$ cat config.mk
export PLATFORM = sky130hd
export DESIGN_NAME = adc_pipe_encoder_param
export DESIGN_NICKNAME = d
export VERILOG_FILES = /design/src/rtl/adc_pipe_encoder_param.sv
export SDC_FILE = /design/constraint.sdc
export NUM_CORES = 1
export LEC_CHECK = 0
export ABC_AREA = 1
export BUFFER_PORTS_ARGS = -buffer_cell sky130_fd_sc_hd__buf_2
export CAP_MARGIN = 15
export CORE_MARGIN = 2
export CORE_UTILIZATION = 45
export CTS_CLUSTER_DIAMETER = 80
export DETAILED_ROUTE_END_ITERATION = 8
export MAX_ROUTING_LAYER = met4
export PLACE_DENSITY = 0.68
export SETUP_SLACK_MARGIN = 0.5
export SLEW_MARGIN = 20
export SYNTH_ARGS = -nofsm -noshare
export SYNTH_HDL_FRONTEND = slang
export SYNTH_SLANG_ARGS = --single-unit
$ cat constraint.sdc
create_clock -name clock_i -period 1.3 [get_ports clock_i]
set_input_delay 0.26 -clock clock_i [delete_from_list [all_inputs] [get_ports clock_i]]
set_output_delay 0.26 -clock clock_i [all_outputs]
set_load 0.01 [all_outputs]
$ cat src/rtl/adc_pipe_encoder_param.sv
// ----------------------------------------------------------------------------
// adc_pipe_encoder_param
// Digital back-end for an N_STAGES x 1.5-bit pipelined ADC (the last stage is
// the 3-level flash). Each stage's one-hot decision is decoded to a digit and
// an invalid-code flag. Both travel down a per-stage delay line so that all
// stages line up on the same analog sample. The aligned digits are then
// combined with the redundant-digit correction sum. The block also provides
// a clock enable, pipeline-fill tracking and a saturating invalid-sample
// counter.
// ----------------------------------------------------------------------------
module adc_pipe_encoder_param #(
    parameter int N_STAGES  = 3,
    parameter int ERR_CNT_W = 8
) (
    input  logic                  clock_i,
    input  logic                  reset_i,
    input  logic                  en_i,
    input  logic [3*N_STAGES-1:0] d_i,
    output logic [N_STAGES:0]     d_o,
    output logic                  valid_o,
    output logic                  err_o,
    output logic [ERR_CNT_W-1:0]  err_cnt_o
);

    localparam int OUT_W  = N_STAGES + 1;
    // The fill counter must be able to hold N_STAGES+1.
    localparam int FILL_W = $clog2(N_STAGES + 2);
    localparam logic [FILL_W-1:0] FILL_FULL = FILL_W'(N_STAGES + 1);

    // Decode one {high,mid,low} stage decision into {err, digit[1:0]}.
    // An illegal pattern is replaced by the mid digit and flagged.
    function automatic logic [2:0] decode_digit(input logic [2:0] code);
        logic [2:0] res;
        case (code)
            3'b100:  res = 3'b010;
            3'b010:  res = 3'b001;
            3'b001:  res = 3'b000;
            default: res = 3'b101;
        endcase
        return res;
    endfunction

    logic [1:0]          aligned_dig_s [N_STAGES];
    logic [N_STAGES-1:0] aligned_err_s;

    // Stage s (0-based) resolves its part of a sample s cycles after stage 0.
    // It therefore needs N_STAGES-s registers to meet the other stages at the
    // end of its delay line.
    for (genvar s = 0; s < N_STAGES; s++) begin : g_stage
        localparam int DEPTH = N_STAGES - s;

        logic [2:0] dec_s;
        logic [1:0] dig_q [DEPTH];
        logic       err_q [DEPTH];

        assign dec_s = decode_digit(d_i[3*s +: 3]);

        // Delay line for this stage's digit and error flag; advances only when enabled.
        always_ff @(posedge clock_i) begin
            if (!reset_i) begin
                for (int i = 0; i < DEPTH; i++) begin
                    dig_q[i] <= 2'b00;
                    err_q[i] <= 1'b0;
                end
            end else if (en_i) begin
                dig_q[0] <= dec_s[1:0];
                err_q[0] <= dec_s[2];
                for (int i = 1; i < DEPTH; i++) begin
                    dig_q[i] <= dig_q[i-1];
                    err_q[i] <= err_q[i-1];
                end
            end else begin
                for (int i = 0; i < DEPTH; i++) begin
                    dig_q[i] <= dig_q[i];
                    err_q[i] <= err_q[i];
                end
            end
        end

        assign aligned_dig_s[s] = dig_q[DEPTH-1];
        assign aligned_err_s[s] = err_q[DEPTH-1];
    end

    logic [OUT_W-1:0]     sum_s;
    logic                 any_err_s;

    // Redundant-digit correction: stage s (0-based) carries weight 2^(N_STAGES-1-s).
    // The maximum is 2^(N_STAGES+1)-2, so the sum never overflows OUT_W bits.
    always_comb begin
        sum_s = '0;
        for (int s = 0; s < N_STAGES; s++) begin
            sum_s = sum_s + (OUT_W'(aligned_dig_s[s]) << (N_STAGES - 1 - s));
        end
        any_err_s = |aligned_err_s;
    end

    logic [OUT_W-1:0]     d_q;
    logic                 err_q;
    logic                 valid_q;
    logic                 valid_d;
    logic [FILL_W-1:0]    fill_q;
    logic [FILL_W-1:0]    fill_d;
    logic [ERR_CNT_W-1:0] cnt_q;
    logic [ERR_CNT_W-1:0] cnt_d;

    // Next-state for fill tracking, valid and the saturating error counter.
    always_comb begin
        fill_d  = fill_q;
        cnt_d   = cnt_q;
        valid_d = 1'b0;
        if (en_i) begin
            if (fill_q != FILL_FULL) begin
                fill_d = fill_q + FILL_W'(1);
            end else begin
                fill_d = fill_q;
            end
            valid_d = (fill_d == FILL_FULL);
            if (any_err_s && (cnt_q != {ERR_CNT_W{1'b1}})) begin
                cnt_d = cnt_q + ERR_CNT_W'(1);
            end else begin
                cnt_d = cnt_q;
            end
        end else begin
            fill_d  = fill_q;
            cnt_d   = cnt_q;
            valid_d = 1'b0;
        end
    end

    // Output and bookkeeping registers; d_o/err_o hold while the enable is low.
    always_ff @(posedge clock_i) begin
        if (!reset_i) begin
            d_q     <= '0;
            err_q   <= 1'b0;
            valid_q <= 1'b0;
            fill_q  <= '0;
            cnt_q   <= '0;
        end else begin
            valid_q <= valid_d;
            fill_q  <= fill_d;
            cnt_q   <= cnt_d;
            if (en_i) begin
                d_q   <= sum_s;
                err_q <= any_err_s;
            end else begin
                d_q   <= d_q;
                err_q <= err_q;
            end
        end
    end

    assign d_o       = d_q;
    assign err_o     = err_q;
    assign valid_o   = valid_q;
    assign err_cnt_o = cnt_q;

endmodule

==> results of run 1 <==
-- path summary, 6_finish.rpt --
| kind | from | to | slack (ps) | depth (start not counted) |
|---|---|---|---|---|
| worst min register to register | err_o | err_o | 480 | 2 |
| worst max register to register | g_stage[2].dig_q[0][1] | d_o[2] | 50 | 4 |
| worst min-delay path | reset_i | err_cnt_o[1] | 270 | 3 |
| worst max-delay path | g_stage[2].dig_q[0][1] | d_o[2] | 50 | 4 |
-- critical path, delay by kind of cell (launching register included) --
kind	cells	cell delay [ps]
AOI/OAI and AO/OA	1	100
adders and majority gates	2	640
buffers and inverters	1	70
DFF	1	380
-- cells by family after synthesis --
kind of cell | count (synthesis)
buffers and inverters | 34
AND/OR/NAND/NOR | 93
flip-flops | 35
adder cells (fa/ha/maj) | 5
AO/OA/AOI/OAI | 19
XOR/XNOR | 4
-- layout by cell type, fill, tap and decap left out, drive strengths merged --
cell type  count
edfxtp        18
nand3         10
nand4          1
clkbuf         5
nor2          35
o21ai          9
clkinv         1
clkinvlp       2
buf           36
dfxtp         17
xnor2          2
o31ai          1
fa             1
ha             4
nor3           7
nand2         40
xor2           2
a21oi          9
inv           30
-- flip-flops by register name, summed over array words and instances, names as in the netlist --
name           flops
valid_o            1
err_o              1
g_stage.err_q      6
d_o                4
fill_q             3
err_cnt_o          8
g_stage.dig_q     12
-- metrics by stage --
stage          setup WS [ps]  cell area (um2)  setup TNS (ps)
2_1_floorplan          120.5             1828               0
3_3_place_gp           81.30             1978               0
6_report               50.90             2285               0
4_1_cts                51.96             2196               0
3_5_place_dp           59.97             1978               0
5_1_grt               -52.96             2285          -81.42
-- synth_stat cells (all sizes together) --
master | instances | area [um2]
edfxtp | 18 | 540.5
a21oi | 9 | 56.31
o31ai | 1 | 7.510
inv | 29 | 113.9
nand4 | 1 | 6.260
fa | 1 | 20.02
nand3 | 10 | 65.06
nor3 | 7 | 35.03
o21ai | 9 | 45.04
dfxtp | 17 | 340.3
ha | 4 | 50.05
xor2 | 2 | 17.52
clkinv | 1 | 5.000
xnor2 | 2 | 17.52
nor2 | 35 | 138.9
buf | 4 | 31.27
nand2 | 40 | 172.7
-- power groups by stage --
| stage | sequential [uW] | combinational [uW] | clock (uW) |
|---|---|---|---|
| floorplan | 1290 | 192 | 0 |
| global placement | 1290 | 258 | 0 |
| detailed placement | 1290 | 261 | 0 |
| CTS | 1270 | 286 | 820 |
| global route | 1280 | 359 | 875 |
| finish | 1270 | 319 | 808 |
-- layer usage --
metal | routed length (um) | track usage (%) | vias to the layer above
met1 | 1314 | 18.96 | 592
met2 | 1511 | 25.26 | 28
met3 | 147 | 4.861 | 4
met5 | 0 | - | -
li1 | - | - | 689
met4 | 59 | 7.979 | 0
-- what timing repair did --
action | 4_1_cts | 5_1_grt
gates resized for setup | 25 | 14
setup buffers | 4 | 4
pin swaps | 9 | 5
endpoints found under the setup margin | 37 | 32
hold buffers | 0 | 0
-- final cells by class --
| type | instances | area (um2) | share of cell area (%) |
|---|---|---|---|
| flip-flops and latches | 35 | 915.9 | 40.09 |
| multi-input cells | 121 | 812.0 | 35.54 |
| repair buffers | 36 | 276.5 | 12.10 |
| inverters | 30 | 127.6 | 5.586 |
| clock buffers | 5 | 68.82 | 3.012 |
| well taps | 48 | 60.06 | 2.629 |
| clock inverters | 3 | 23.77 | 1.041 |
==> results.md, run 1 <==
Outcome:
- The flow ran to the end, and the final reports show no timing, DRC or antenna violations.

Place:
- Routability-driven placement finished with a final weighted congestion of about 0.79.
- The placed wire-length estimate after detailed placement is slightly above 2000 um.
- In this run, placement finished with an instance count of about 260.
- The number of port buffers is 25.

Route:
- The via count is about 1,300.
- The routed design has between 3000 and 4000 um of wire.
- The DRC violation count after routing is 0.
- The post-detailed-route wirelength per cell is around 11 um.
- The count of nets left with antenna violations once routing finished came out at 0.
- The vias per cell is ~4.7.
- The detailed-routing iteration count for the pre-antenna-repair pass is 4.
- The starting DRC count in detailed routing is between 70 and 80.

Run:
- The max-capacitance violation count is 0.

Worst setup path:
- The largest single stage delay on the critical path is approximately 430 ps.
- Among all stages on the critical path, the largest delay is contributed by sky130_fd_sc_hd__fa_2.
- The endpoint type of the worst setup path is a flip-flop.
- For the worst setup path, the data arrival time is ~1500 ps.
- The critical-path maximum fanout is 1.
- The critical path is of the reg2reg type.
- The kind of start point of the critical path is a flip-flop.
- The critical path goes through ha_1 > inv_1 > fa_2 > o21ai_2.
- The endpoint required time on the critical path is 1520 ps.

Synthesis:
- Counting flops and latches in the post-synthesis netlist gives 35.
- Measured against the total synthesized area, the mux share comes to 0%.
- The per-instance average area after synthesis is ~8.8 um2.
- The part of the Yosys area used for sequential elements is a little over half.
- Summing the areas of all compound-gate instances in the mapped netlist gives approximately 6.5% of the synthesized area.
- The synthesized netlist devotes approximately 4.2% of its cell area to adder and majority cells.
- In the synthesized netlist, the number of instances is 190.
- The number of different library cells used by synthesis comes to 26.
- Yosys printed 0 warnings.
- After synthesis, the largest family of logic cells by area is simple AND/OR/NAND/NOR gates.
- The post-synthesis simple-gate area fraction is between 20% and 30%.
- Summing every instance area after synthesis gives approximately 1700 um2.
- Of the total synthesized cell area, the portion taken by XOR and XNOR cells is 2.107%.
- The number of nets handed over by synthesis was around 210.

Layout:
- The number of fill cells is between 200 and 300.
- The net count reported at finish is approximately 250.
- The fraction of final layout cells sized beyond drive strength 1 is 41.74%.
- Relative to the synthesized area, the layout overhead comes to 37.40%.
- 0 antenna diodes ended up in the layout.
- At the end of the flow the core is filled with cells to 63.36%.
- The count of non-filler cells in the finished layout is 278.

STA:
- The worst path uses 96.08% of the clock period.
- Setup repair after global routing could not meet its margin everywhere.
- The setup-violating endpoint count in the final report is 0.
- The clock arrives with a little over 7 ps of skew.
- The number of slew-limit violations in the final report is 0.
- The slew of the pin with the lowest slew margin is between 300 and 400 ps.
- The number of hold violations in the final report was 0.
- The achievable clock frequency is approximately 0.80 GHz.
- The headroom to the max-slew limit is just under 80%.
- The clock period could shrink to 1249 ps.
- The final hold slack is approximately 270 ps.

Die:
- The die covers roughly 4200 um2.
- In this run the vertical extent of the chip is 64.79 um.
- The die width is between 60 and 70 um.
- For this design the top-level I/O count stands at 26.
- The starting utilization of the core area is ~46%.
- The floorplan row count is 22.
- The core region is 3606 um2.

Pwr:
- The maximum VDD drop is between 0.7 and 0.8 mV.
- The combinational cell fraction of total power is about an eighth.
- Summing internal, switching and leakage power gives roughly 2400 uW.
- In this run the power spent charging and discharging nets is 642.0 uW.
- The internal power of the cells is 1754 uW.
- The static leakage is between 0.0009 and 0.001 uW.
- The switching power share of the total is 26.79%.
- In this run, the clock network consumes 33.7% of the power.
- The cell area power density is approximately 1000 nW/um2.
- The proportion of power drawn by flip-flops and latches is 52.9%.

Global routing:
- The initial antenna violation count came to 0.
- Global routing used around 16% of the available tracks across all layers.
- The first global-routing pass estimated around 5000 um of wire.
- The via count of the first global-routing pass came to 1,185.
- The total congestion overflow is 0.
- The maximum number of pins on one net before global-route repair is 22.

Clock network:
- Clock-pin slew was measured on the worst setup and hold paths at approximately 80 ps.
- Buffers inserted during clock tree synthesis total 5.
- The number of buffers between clock root and the deepest sink is 2.
- In this run the clock root is driven by a sky130_fd_sc_hd__clkbuf_8.
- TritonCTS built the clock tree.
- The number of levels the H-tree was split into is 2.
- For the worst-skew pair, the clock arrives at the later sink with an insertion delay of roughly 290 ps.
- CTS saw 35 sinks.

Min path:
- The tightest min-delay check is of the in2reg type.
Power figures use the tool's default switching activity.
==> run 2, diff against run 1 <==
- PLACE_DENSITY: 0.68 -> 0.76
- REMOVE_ABC_BUFFERS: default -> 1
- SETUP_SLACK_MARGIN: 0.5 -> default
==> run 2 against run 1 <==
Clock skew about the same. Routed wire length decreased by 10%. Setup slack improved by 6.0 ps. Clock power decreased by 1%. Global-route usage decreased by 0.47 points. Sequential power about the same. Utilization decreased by 8.5 points. Clock-buffer cell count increased by 2. Largest cell class unchanged. Largest power group unchanged. Highest routed layer unchanged.
==> results.md, run 2 (synthesis results as in run 1) <==
Die:
- The core box area came to 3606 um2 (unchanged).
- The floorplan row count came to 22 (unchanged).
- The die footprint is 4198 um2 (unchanged).
- The starting utilization of the core area is 46.11% (unchanged).
- The top-level I/O count is 26 (unchanged).
- The vertical extent of the die is 64.79 um (unchanged).
- The die width is 64.79 um (unchanged).

STA:
- The number of slew-limit violations in the final report came to 0 (unchanged).
- The shortest clock period the worst path allows after layout is 1243 ps (-5.988 ps).
- The final sum of negative setup slack was 0 ps (unchanged).
- The post-route fraction of the period consumed by the critical path was 95.62% (-0.46 points).
- The headroom to the max-slew limit is 82.72% (+3.3 points).
- The slew of the pin with the lowest slew margin is 256.5 ps (-51.00 ps).
- Setup repair after global routing left no endpoint under its margin.
- The number of hold violations in the final report is 0 (unchanged).
- The worst setup skew after layout is 6.709 ps (-0.4114 ps).
- The achievable clock frequency is 0.8044 GHz (+0.48%).
- The setup-violating endpoint count in the final report is 0 (unchanged).

Global routing:
- The first-pass GRT wire length was 4795 um (-4.0%).
- The maximum number of pins on one net before global-route repair came to 19 (-14%).
- The total congestion overflow was 0 (unchanged).
- The initial antenna violation count came to 0 (unchanged).
- The via count of the first global-routing pass is 1,153 (-2.7%).
- The overall track demand over capacity in global routing is 15.68% (-0.47 points).

Pwr:
- The static leakage is 0.0008761 uW (-5.3%).
- The cell area power density is 1160 nW/um2 (+11%).
- The internal power of the cells was 1754 uW (about the same).
- The maximum VDD drop is 0.6067 mV (-20%).
- The combinational cell fraction of total power is 10.6% (-2.7 points).
- The proportion of power drawn by flip-flops and latches is 54.6% (+1.7 points).
- The clock share of power was 34.7% (+1.0 points).
- The net switching power figure is 540.8 uW (-16%).
- The switching power share of the total is 23.56% (-3.2 points).

Worst setup path:
- The endpoint required time on the critical path is 1530 ps (about the same).
- The endpoint identified for the worst register-to-register timing path is d_o[2].
- The classification of the worst setup path is reg2reg.
- The critical-path maximum fanout was 1 (unchanged).
- The kind of start point of the critical path is a flip-flop.
- The cell count of the worst reg-to-reg path is 4 (unchanged).
- The arrival time at the worst endpoint came to 1470 ps (about the same).
- The setup slack of the worst register-to-register path is 60 ps (about the same).
- The launch point of the worst reg-to-reg path is g_stage[2].dig_q[0][1].
- The worst setup path is captured at a flip-flop.

Place:
- The number of cells after detailed placement is 266 (+1.5%).
- The instance area after placement is 1882 um2 (-4.9%).
- The number of port buffers is 25 (unchanged).
- The final weighted congestion of routability-driven global placement was 0.7034 (-10%).
- The placed wire-length estimate after detailed placement is 2089 um (+2.8%).

Clock network:
- The number of clock sinks seen by CTS is 35 (unchanged).
- The total of hold buffers inserted after clock tree synthesis is 0 (unchanged).
- The number of buffers between clock root and the deepest sink came to 2 (unchanged).
- The clock-pin slew of the registers on the worst-case setup and hold paths was 70 ps (about the same).
- The clock buffer count from CTS is 5 (unchanged).
- The later-pin clock latency in the skew report is 290 ps (about the same).
- The number of buffers inserted by post-CTS setup repair is 0 (-4).
- The number of levels the H-tree was split into is 2 (unchanged).
- The number of gates given a new drive strength after cts is 0 (-100%).
- CTS placed an instance of sky130_fd_sc_hd__clkbuf_8 at the clock tree root.
- The CTS tree is done.

Route:
- The DRC violation count after routing is 0 (unchanged).
- The detailed-routing iteration count for the pre-antenna-repair pass is 4 (unchanged).
- The starting DRC count in detailed routing is 46 (-39%).
- The post-detailed-route wirelength per cell came to 9.909 um (-9.2%).
- The number of nets with antenna violations after detailed routing is 0 (unchanged).
- The total routed wirelength was 2715 um (-10%).
- The vias per cell was 4.668 (-1.2%).
- The via count is 1,279 (-2.6%).

Min path:
- The critical hold path startpoint is reset_i.
- The instance count along the most critical hold path is 3 (unchanged).
- For hold timing, the worst endpoint is err_cnt_o[4].
- In this run the worst hold path is classified as in2reg.

Layout:
- The register with the most flip-flops is g_stage.dig_q.
- The number of flip-flops under the largest register name came to 12 (unchanged).
- The fraction of final layout cells sized beyond drive strength 1 is 23.45% (-18 points).
- The number of fill cells came to 346 (+18%).
- The post-route cell area is 1979 um2 (-13%).
- Leaving out fill and tap cells, the most frequent cells in the layout are sky130_fd_sc_hd__nand2_1, sky130_fd_sc_hd__nor2_1, sky130_fd_sc_hd__inv_1.
- Leaving out fill and tap cells, the most frequent cell in the layout is sky130_fd_sc_hd__nand2_1.
- The net count reported at finish came to 242 (-1.6%).
- Compared with the post-synthesis result, the final layout area differs by 19.04%.
- The count of non-filler cells in the finished layout was 274 (-1.4%).
- The antenna diode count came to 0 (unchanged).

Outcome:
- The run finished with clean final reports.

Run:
- The max-capacitance violation count is 0 (unchanged).
[run 2: cell count changes in the layout (fill, tap and decap cells not counted), sizes merged]
cell	before	now
buf	36	32
clkbuf	5	7
clkinv	1	2
clkinvlp	2	0
inv	30	29
[run 2: per-layer routing]
metal	track usage [%]	part of all wire, %	vias to the layer above
met1	16.22	43	578
met4	7.979	2.3	0
met5	-	0	-
li1	-	-	671
met2	26.93	51	23
met3	4.688	4.3	7
[run 2: layout make-up]
| cell class | count | area [um2] | area share (%) |
|---|---|---|---|
| multi-input cells | 121 | 638.1 | 32.24 |
| inverters | 30 | 118.9 | 6.005 |
| repair buffers | 32 | 190.2 | 9.608 |
| clock inverters | 1 | 5.005 | 0.2528 |
| well taps | 48 | 60.06 | 3.034 |
| flip-flops and latches | 35 | 880.8 | 44.50 |
| clock buffers | 7 | 86.33 | 4.362 |
[run 2: critical path, cell delays in order, from the launching register on]
cell and delay, ps:
sky130_fd_sc_hd__edfxtp_1 370, sky130_fd_sc_hd__ha_1 200, sky130_fd_sc_hd__inv_1 70, sky130_fd_sc_hd__fa_2 420, sky130_fd_sc_hd__o21ai_1 130
[run 2: power groups by stage]
stage | sequential [uW] | combinational [uW] | clock, uW
after detailed placement | 1280 | 244 | 0
after CTS | 1250 | 245 | 821
final | 1250 | 244 | 797
after floorplan | 1290 | 129 | 0
after global routing | 1260 | 280 | 859
after global placement | 1280 | 237 | 0
[run 2: how the worst max path moves through the flow]
stage,startpoint,to,slack (ps),depth (start not counted)
CTS,g_stage[2].dig_q[0][1],d_o[3],40,6
floorplan,err_cnt_o[1],err_cnt_o[5],100,8
global placement,g_stage[2].dig_q[0][1],d_o[3],80,6
detailed placement,g_stage[2].dig_q[0][1],d_o[3],60,6
global route,g_stage[2].dig_q[0][1],d_o[3],6,6
finish,g_stage[2].dig_q[0][1],d_o[2],60,4
[run 2: through the flow]
stage / power, uW / util [%] / hold WS [ps] / setup WS [ps]
after global placement: 1513 / 52.19 / 448.9 / 76.97
after global routing: 2400 / 54.89 / 280.2 / 6.198
after floorplan: 1415 / - / 380.4 / 99.63
final: 2295 / 54.89 / 264.5 / 56.89
after CTS: 2320 / 54.72 / 258.2 / 42.08
after detailed placement: 1522 / 52.19 / 455.8 / 58.14
